## src/rtl/mac_sequencer.sv

```systemverilog
// mac_sequencer
// Sequences operand pairs from a valid/ready source into an external
// multiply-accumulator and returns one dot product per row of a job.
// A job is `rows` dot products, each built from `len` operand pairs. Before
// every row the accumulator is cleared with a one-cycle `retro` strobe.
//
// Ports
//   clk        : clock, all logic on the rising edge
//   rst        : synchronous reset, active low
//   start      : one-cycle job request, honoured only while idle
//   len, rows  : pairs per dot product / dot products per job (latched on start)
//   in_valid   : source presents an operand pair
//   in_a, in_b : operand pair
//   in_ready   : pair accepted this cycle (only while running a row)
//   A, B       : registered operands to the accumulator
//   enable     : registered accumulate strobe
//   retro      : registered accumulator-clear strobe
//   acc        : accumulator value
//   res_valid  : res_data holds a finished dot product
//   res_data   : captured dot product (accumulator value, modulo 2^DW)
//   res_ready  : sink consumes the result
//   busy       : high in every state except idle
//   done       : one-cycle pulse after the last result of a job is consumed
module mac_sequencer #(
  parameter int DW = 8,
  parameter int LW = 4
) (
  input  logic          clk,
  input  logic          rst,
  input  logic          start,
  input  logic [LW-1:0] len,
  input  logic [LW-1:0] rows,
  input  logic          in_valid,
  input  logic [DW-1:0] in_a,
  input  logic [DW-1:0] in_b,
  output logic          in_ready,
  output logic [DW-1:0] A,
  output logic [DW-1:0] B,
  output logic          enable,
  output logic          retro,
  input  logic [DW-1:0] acc,
  output logic          res_valid,
  output logic [DW-1:0] res_data,
  input  logic          res_ready,
  output logic          busy,
  output logic          done
);

  typedef enum logic [2:0] {
    IDLE,
    CLEAR,
    RUN,
    FLUSH,
    RESULT
  } state_t;

  localparam logic [LW-1:0] ONE = LW'(1);

  state_t        state, state_nx;
  logic [LW-1:0] len_q, len_nx;
  logic [LW-1:0] rows_q, rows_nx;
  logic [LW-1:0] elem_cnt, elem_nx;
  logic [LW-1:0] row_cnt, row_nx;
  logic          flush_cnt, flush_nx;
  logic [DW-1:0] a_nx, b_nx;
  logic          enable_nx, retro_nx;
  logic          res_valid_nx;
  logic [DW-1:0] res_data_nx;
  logic          done_nx;

  assign in_ready = (state == RUN);
  assign busy     = (state != IDLE);

  always_ff @(posedge clk) begin
    if (!rst) begin
      state     <= IDLE;
      len_q     <= '0;
      rows_q    <= '0;
      elem_cnt  <= '0;
      row_cnt   <= '0;
      flush_cnt <= 1'b0;
      A         <= '0;
      B         <= '0;
      enable    <= 1'b0;
      retro     <= 1'b0;
      res_valid <= 1'b0;
      res_data  <= '0;
      done      <= 1'b0;
    end else begin
      state     <= state_nx;
      len_q     <= len_nx;
      rows_q    <= rows_nx;
      elem_cnt  <= elem_nx;
      row_cnt   <= row_nx;
      flush_cnt <= flush_nx;
      A         <= a_nx;
      B         <= b_nx;
      enable    <= enable_nx;
      retro     <= retro_nx;
      res_valid <= res_valid_nx;
      res_data  <= res_data_nx;
      done      <= done_nx;
    end
  end

  // retro and enable are registered, so they are raised on the transition
  // into the state in which they must be visible: retro is high exactly
  // during the CLEAR cycle, enable during the cycle after a handshake.
  always_comb begin
    state_nx     = state;
    len_nx       = len_q;
    rows_nx      = rows_q;
    elem_nx      = elem_cnt;
    row_nx       = row_cnt;
    flush_nx     = flush_cnt;
    a_nx         = A;
    b_nx         = B;
    enable_nx    = 1'b0;
    retro_nx     = 1'b0;
    res_valid_nx = res_valid;
    res_data_nx  = res_data;
    done_nx      = 1'b0;

    unique case (state)
      IDLE: begin
        if (start && (len != '0) && (rows != '0)) begin
          len_nx   = len;
          rows_nx  = rows;
          elem_nx  = '0;
          row_nx   = '0;
          retro_nx = 1'b1;
          state_nx = CLEAR;
        end
      end

      CLEAR: begin
        state_nx = RUN;
      end

      RUN: begin
        if (in_valid) begin
          a_nx      = in_a;
          b_nx      = in_b;
          enable_nx = 1'b1;
          elem_nx   = elem_cnt + ONE;
          if (elem_cnt == len_q - ONE) begin
            flush_nx = 1'b0;
            state_nx = FLUSH;
          end
        end
      end

      // First FLUSH cycle: the final enable is in flight. Second cycle: acc
      // already contains the final product, so it is safe to capture.
      FLUSH: begin
        flush_nx = 1'b1;
        if (flush_cnt) begin
          res_data_nx  = acc;
          res_valid_nx = 1'b1;
          state_nx     = RESULT;
        end
      end

      RESULT: begin
        if (res_ready) begin
          res_valid_nx = 1'b0;
          row_nx       = row_cnt + ONE;
          if (row_cnt == rows_q - ONE) begin
            done_nx  = 1'b1;
            state_nx = IDLE;
          end else begin
            elem_nx  = '0;
            retro_nx = 1'b1;
            state_nx = CLEAR;
          end
        end
      end

      default: begin
        state_nx = IDLE;
      end
    endcase
  end

endmodule

```

## config.mk

```make
export PLATFORM = sky130hd
export DESIGN_NAME = mac_sequencer
export DESIGN_NICKNAME = d
export VERILOG_FILES = /design/src/rtl/mac_sequencer.sv
export SDC_FILE = /design/constraint.sdc
export NUM_CORES = 1
export LEC_CHECK = 0
export CORE_UTILIZATION = 46
export DETAILED_ROUTE_END_ITERATION = 12
export GPL_TIMING_DRIVEN = 0
export PLACE_DENSITY = 0.77
export SYNTH_ARGS = -nofsm -noshare
export SYNTH_HDL_FRONTEND = slang
export SYNTH_SLANG_ARGS = --single-unit
```

## constraint.sdc

```tcl
create_clock -name clk -period 1.9 [get_ports clk]
set_input_delay 0.285 -clock clk [delete_from_list [all_inputs] [get_ports clk]]
set_output_delay 0.285 -clock clk [all_outputs]
set_load 0.1 [all_outputs]
```

After elaboration in Yosys (flattened, before gate mapping)
Cells that the tools add are included.
{"block": "op_classes", "multipliers": 0, "div_mod_pow": 0, "shift": 0, "reduce_logical": 20, "addsub": 4, "n_lt_le_gt_ge": 0, "bitwise_logic": 0, "n_mux": 26, "n_eq_ne": 12}
{"cell": "$mux W4", "count": 5}
{"cell": "$mux W3", "count": 5}
{"cell": "$pmux W3 S5", "count": 1}
{"cell": "$pmux W4 S3", "count": 1}
{"cell": "$reduce_and A3 Y1", "count": 4}
{"cell": "$mux W1", "count": 10}
{"cell": "$ne A2 B2 Y1 const B", "count": 5}
{"cell": "$reduce_and A5 Y1", "count": 2}
{"cell": "$add A4 B1 Y4 const B", "count": 2}
{"cell": "$eq A4 B4 Y1", "count": 2}
{"cell": "$pmux W4 S2", "count": 1}
{"cell": "$reduce_and A2 Y1", "count": 4}
{"cell": "$reduce_bool A4 Y1", "count": 2}
{"cell": "$sub A4 B1 Y4 const B", "count": 2}
{"cell": "$eq A3 B2 Y1 const B", "count": 2}
{"cell": "$pmux W1 S2", "count": 3}
{"cell": "$reduce_bool A2 Y1", "count": 3}
{"cell": "$reduce_bool A3 Y1", "count": 2}
{"cell": "$eq A3 B1 Y1 const B", "count": 1}
{"cell": "$eq A3 B3 Y1 const B", "count": 1}
{"cell": "$logic_not A3 Y1", "count": 1}
{"cell": "$logic_and A1 B1 Y1", "count": 2}
{"cell": "$ne A2 B1 Y1 const B", "count": 1}
{"block": "word_totals", "ram_bits": 0, "word_cells": 75, "input_bits": 37, "latchBits": 0, "out_inout_bits": 30, "mem_bits_ro": 0, "memories": 0, "register_bits": 48}

Longest topological paths before layout
Gate-level depths: netlist of run 1.
{"block": "depth", "word_depth": 5, "ltp_mapped": 6, "ltp_nobuf": 6}

Worst setup path before layout of run 1
No wires, ideal clock.
{"block": "synth_timing", "kind": "register to register", "start": "reg state[2]", "end": "reg flush_cnt", "path_buffers": 2, "setup_slack_ns": -0.378, "setup_ns": 0.116, "period_less_slack_ns": 2.278, "t_arrival_ns": 2.162, "path_stages_with_launch": 6, "required_ns": 1.784, "path_cell_list": "dfxtp_1 -> buf_2 -> nor3b_4 -> nand2_1 -> buf_2 -> o211a_1"}
{"block": "synth_between", "elab_chain_cells": 3, "word_cells_on_any_way": 7, "classes_between": "4 x eq/ne; 1 x mux; 2 x reduce/logical"}
{"item": "start: declaration", "line": "59", "source": "state_t state, state_nx;"}
{"item": "start signal: assignment", "line": "90", "source": "state <= state_nx;"}
{"item": "$eq A3 B2 Y1 *"}
{"item": "named net in_ready", "line": "36", "source": "output logic in_ready,"}
{"item": "$ne A2 B1 Y1 (no line) (tied with other cells)"}
{"item": "$reduce_and A3 Y1 (no line)"}
{"item": "end signal: assignment", "line": "95", "source": "flush_cnt <= flush_nx;"}
{"item": "end: declaration", "line": "64", "source": "logic flush_cnt, flush_nx;"}
Mark *: on every way through the listed nets, which the timed path passes. The rest lies on a longest branch.
A chain may end at the register's enable or synchronous reset.

Final worst setup path of run 1
{"block": "layout_timing", "start": "reg state[0]", "end": "out busy"}
{"block": "layout_between", "elab_chain_cells": 1}
{"item": "$reduce_bool A3 Y1", "line": "72", "source": "assign busy = (state != IDLE);"}
{"item": "end: declaration", "line": "45", "source": "output logic busy,"}
Every way passes these cells.

==> results of run 1 <==
-- sequential cells by signal, indices dropped and copies added, names as in the netlist --
signal and flops:
len_q 4, flush_cnt 1, res_data 8, enable 1
res_valid 1, A 8, row_cnt 4, state 3
B 8, elem_cnt 4, retro 1, rows_q 4
done 1
-- cell usage in the layout, fill, tap and decap left out, types with 7 or more instances in the layout --
| master | instances |
|---|---|
| a21boi_0 | 7 |
| a21oi_1 | 19 |
| clkbuf_8 | 7 |
| clkdlybuf4s50_1 | 35 |
| dfxtp_1 | 47 |
| dlygate4sd2_1 | 28 |
| inv_1 | 8 |
| mux2i_1 | 8 |
| nand2_1 | 59 |
| nor2_1 | 10 |
| xor2_1 | 9 |
-- power by group through the flow --
stage / logic (W) / registers, W / clock network, W
after floorplan: 0.000370 / 0.00127 / 0
after global placement: 0.000707 / 0.00112 / 0
after CTS: 0.000694 / 0.00110 / 0.000819
final: 0.000693 / 0.00110 / 0.000800
after detailed placement: 0.000712 / 0.00112 / 0
after global routing: 0.000736 / 0.00111 / 0.000869
-- worst max-delay path: stages (launching register included) --
cell	delay [ns]
dfxtp_1	0.38
buf_4	0.20
or3_1	0.33
buf_2	0.30
-- layout make-up --
cell class	count	area [µm²]
clock buffers	7	96.34
plain buffers	13	78.83
fillers	391	1464
flip-flops and latches	48	962.2
repair buffers	65	608.1
inverters	8	30.03
multi-input cells	177	1140
clock inverters	1	30.03
well taps	52	65.06
-- worst paths after layout --
kind / startpoint / end / depth (start not counted)
hold / removal: rst / A[5] / 2
setup / recovery: state[0] / busy / 3
setup reg to reg: rows_q[0] / elem_cnt[2] / 6
hold reg to reg: B[2] / B[2] / 2
-- what timing repair did --
item | CTS | global route
setup endpoints to repair | 30 | 1
endpoints found under the hold margin | 0 | 0
pin swaps | 0 | 0
buffers inserted | 0 | 0
cloned | 0 | 0
gates resized for setup | 38 | 1
-- metrics by stage --
stage	hold slack, ns	setup TNS (ns)	std cells	setup slack, ns
2_1_floorplan	0.4199	-1.421	246	-0.1926
5_1_grt	0.4157	0	371	0.02426
6_report	0.4214	0	371	0.09318
3_3_place_gp	0.4382	-0.5888	363	-0.3228
4_1_cts	0.4115	0	371	0.05440
3_5_place_dp	0.4470	-0.6102	363	-0.3113
-- kinds of logic after synthesis --
group           share of synthesized area
simple gates                       0.2417
flops                              0.4379
compound gates                     0.1465
xor+xnor                          0.07070
buf+inv                           0.04390
mux                               0.03649
fa+ha+maj                         0.02281
-- layer usage --
layer	global-route usage	up-vias	share of wire
li1	-	976	-
met1	0.2645	894	0.46
met2	0.3344	55	0.46
met3	0.05983	6	0.057
met4	0.08667	0	0.016
met5	0	-	0
==> reports/metrics.cfg, run 1 <==
[outcome]
status = finished with violations
violations = DRC

[placement]
gp_congestion = 0.8035
place_hpwl_um = 3517
place_area_um2 = 2927
io_buffers = 65

[global_route]
grt_pass1_vias = 1770
grt_max_degree = 15
grt_pass1_wl_um = 8169
grt_overflow = 0
antenna_found_initial = 0
track_usage = 0.2087

[synth]
synth_area_leader_cell = dfxtp_1
synthCells = 246
yosys-top-cells-area = dfxtp_1, nand2_1, a21oi_1
ys_seq_area_frac = 0.4379
syn_area_um2 = 2195
synth_top_area_share = 0.4379
synth_edf_count = 0
synth_cell_type_count = 44
synth_seq_cells = 48
avgSynthCellArea_um2 = 8.921
ys.flop_type = dfxtp_1
synthArstFlopShare = 0
yosys-top-cells-count = nand2_1, dfxtp_1, a21oi_1
synth_fp_nets = 287
ys_warn_count = 0
yosysMostFrequentCell = nand2_1

[power]
p_leak_nw = 1.284
cellInternalPower_w = 0.001772
total_power_w = 0.002593
pwr-share-seq = 0.424
switching_power_w = 0.0008212
peakVddDrop_uv = 571.0
sw_frac_of_total = 0.3166
cellPowerDensity_nw_per_um2 = 861.5
p_comb_frac = 0.267
p_clk_frac = 0.309

[floorplan]
core-area_um2 = 4474
pin_count = 67
rows = 24
start_util = 0.4905
die_area_um2 = 5051
die_h_um = 71.07
die-width_um = 71.07

[clock_tree]
clk_latency_ns = 0.31
h-tree-depth = 2
root_buffer = clkbuf_8
cts_tree = yes
cts_hold_buf = 0
clk_path_buf_depth = 2
cts_buffers = 5
clk_pin_slew_worst_paths_ns = 0.09
cts_sinks = 48

[setup_path]
rrSetupSlack_ns = 0.12
crit_type = register to output port
path_max_fanout = 10
endpoint_kind = output port
worstPathArrival_ns = 1.52
crit_required_ns = 1.62
startpoint_type = register

[sta]
skew_ns = 0.006666
hold_viol_final = 0
slew_headroom = 0.3548
period_share = 0.9510
worst_slew_pin_slew_ns = 0.9716
setup-violations-final = 0
grt_setup_unrepaired = false
period_needed_ns = 1.807
fmax_ghz = 0.5535
maxSlewViolCount = 0

[drt]
drt-total-wl_um = 4875
vias = 1931
ant_nets = 0
drt_iter0_markers = 66
post_drt_wl_per_cell_um = 13.14
drc = 7
drt_pass1_iterations = 8
viasPerCell = 5.205

[finish]
synthToLayoutAreaGrowth_pct = 37.17
diodes = 0
fin_nets = 359
drive_above_1_share = 0.09091
final_util = 0.6728
final_area_um2 = 3010

[min_path]
hp-class = primary input to register

[flow_run]
maxCapViolations = 0

No activity file was read; power rests on OpenSTA's default activity.
==> run 2: changes to the inputs <==
--- a/config.mk
+++ b/config.mk
@@ -9,6 +9,7 @@
 export DETAILED_ROUTE_END_ITERATION = 12
 export GPL_TIMING_DRIVEN = 0
 export PLACE_DENSITY = 0.77
+export RECOVER_POWER = 25
 export SYNTH_ARGS = -nofsm -noshare
 export SYNTH_HDL_FRONTEND = slang
 export SYNTH_SLANG_ARGS = --single-unit
==> run 2 against run 1 <==
  * The flow still finishes with violations (DRC)
  * Setup slack gained 0.0013 ns
  * Register-to-register slack is essentially flat
  * Clock skew increased by 0.0013 ns
  * Sequential share of layout area hardly changed
  * Via count decreased by 0.31%
  * Wire length is 0.35% higher
  * Clock power about the same
  * Total power about the same
  * Utilization hardly changed
  * Combinational power about the same
  * Cell area is essentially flat
  * Global-route usage unchanged
  * Critical endpoint unchanged
  * Largest power group unchanged
==> reports/metrics.cfg, run 2 (same netlist as run 1, synthesis figures left out) <==
[placement]
place_hpwl_um = 3517  ; unchanged
gp_congestion = 0.8035  ; unchanged
io_buffers = 65  ; unchanged
place_area_um2 = 2927  ; unchanged

[finish]
drive_above_1_share = 0.08777  ; was 0.09091
reg.largest.list = A x8, B x8, res_data x8  ; unchanged
fin_nets = 359  ; unchanged
diodes = 0  ; unchanged
final_area_um2 = 3009  ; was 3010 µm²
final_cell_mix = nand2_1, dfxtp_1, clkdlybuf4s50_1  ; unchanged
final_util = 0.6725  ; was 0.6728
synthToLayoutAreaGrowth_pct = 37.12  ; was 37.17%
layout_commonest_cell = nand2_1  ; unchanged
fillers = 392  ; was 391

[floorplan]
core-area_um2 = 4474  ; unchanged
die_area_um2 = 5051  ; unchanged
die-width_um = 71.07  ; unchanged
pin_count = 67  ; unchanged
start_util = 0.4905  ; unchanged
die_h_um = 71.07  ; unchanged
rows = 24  ; unchanged

[global_route]
antenna_found_initial = 0  ; unchanged
grt_max_degree = 15  ; unchanged
grt_pass1_wl_um = 8169  ; unchanged
track_usage = 0.2087  ; unchanged
grt_overflow = 0  ; unchanged
grt_pass1_vias = 1770  ; unchanged

[clock_tree]
cts_buffers = 5  ; unchanged
cts_setup_buffers = 0  ; unchanged
root_buffer = clkbuf_8  ; unchanged
clk_pin_slew_worst_paths_ns = 0.09  ; about the same
h-tree-depth = 2  ; unchanged
cts_sinks = 48  ; unchanged
cts_tree = yes  ; unchanged
clk_path_buf_depth = 2  ; unchanged
clk_latency_ns = 0.31  ; about the same
cts_hold_buf = 0  ; unchanged

[sta]
maxSlewViolCount = 0  ; unchanged
hold_viol_final = 0  ; unchanged
worst_slew_pin_slew_ns = 0.9715  ; was 0.9716 ns
fmax_ghz = 0.5538  ; was 0.5535 GHz
period_needed_ns = 1.806  ; was 1.807 ns
period_share = 0.9503  ; was 0.9510
setup-violations-final = 0  ; unchanged
skew_ns = 0.007951  ; was 0.006666 ns
tns_ns = 0  ; unchanged
slew_headroom = 0.3549  ; was 0.3548
grt_setup_unrepaired = false  ; unchanged

[drt]
drt_pass1_iterations = 8  ; unchanged
viasPerCell = 5.189  ; was 5.205
ant_nets = 0  ; unchanged
post_drt_wl_per_cell_um = 13.19  ; was 13.14 µm
drt-total-wl_um = 4892  ; was 4875 µm
vias = 1925  ; was 1931
drc = 7  ; unchanged
drt_iter0_markers = 57  ; was 66

[power]
total_power_w = 0.002593  ; about the same
p_leak_nw = 1.279  ; was 1.284 nW
peakVddDrop_uv = 568.9  ; was 571.0 µV
cellPowerDensity_nw_per_um2 = 861.8  ; was 861.5 nW/µm²

[outcome]
violations = DRC  ; unchanged
status = finished with violations  ; unchanged

[setup_path]
endpoint_kind = output port  ; unchanged
path_max_fanout = 10  ; unchanged
crit_type = register to output port  ; unchanged
rrSetupSlack_ns = 0.12  ; about the same
crit_required_ns = 1.62  ; about the same
startpoint_type = register  ; unchanged
worstPathArrival_ns = 1.52  ; about the same

[flow_run]
maxCapViolations = 0  ; unchanged

[min_path]
hp-class = primary input to register  ; unchanged

## run 2: changes by cell type in the layout (fill, tap and decap cells not counted), sizes merged
cell and change:
clkbuf +1, buf -1
## run 2: metal layers
layer	up-vias	GRT usage	wire (µm)
met4	0	0.08667	91
met3	7	0.05983	268
met1	885	0.2645	2282
li1	976	-	-
met5	-	0	0
met2	57	0.3344	2248
## run 2: worst max-delay path, stage by stage (launching register included)
cell and delay [ns]:
dfxtp_1 0.38, buf_4 0.19, or3_1 0.33, buf_2 0.30
## run 2: what timing repair did
item	in CTS	in global routing
gates cloned	0	0
endpoints found under the setup margin	30	1
resized for setup	38	1
## run 2: metrics by stage
step	worst slack (ns)	hold slack, ns	std cells
2_1_floorplan	-0.1926	0.4199	246
3_3_place_gp	-0.3228	0.4382	363
3_5_place_dp	-0.3113	0.4470	363
4_1_cts	0.05440	0.4115	371
5_1_grt	0.02426	0.4157	371
6_report	0.09445	0.4210	371
## run 2: final cells by class
| cell class | instances | area, µm² | share of cell area |
|---|---|---|---|
| Multi-Input combinational cell | 177 | 1140 | 0.3788 |
| Tap cell | 52 | 65.06 | 0.02162 |
| Sequential cell | 48 | 962.2 | 0.3198 |
| Clock inverter | 1 | 30.03 | 0.009979 |
| Inverter | 8 | 30.03 | 0.009979 |
| Timing Repair Buffer | 65 | 608.1 | 0.2021 |
| Buffer | 13 | 77.57 | 0.02578 |
| Clock buffer | 7 | 96.34 | 0.03202 |
## run 2: power by group
part	switching (W)	total [W]	leakage (nW)	internal [W]
combinational	0.000439	0.000693	0.825	0.000254
sequential	0.0000463	0.00110	0.390	0.00105
clock	0.000336	0.000800	0.0645	0.000464
total	0.000821	0.00259	1.28	0.00177
## run 2: path summary, 6_finish.rpt
| kind | end | startpoint | cells after the start |
|---|---|---|---|
| setup reg to reg | elem_cnt[2] | rows_q[0] | 6 |
| hold / removal | A[5] | rst | 2 |
| hold reg to reg | B[2] | B[2] | 2 |
| setup / recovery | busy | state[0] | 3 |
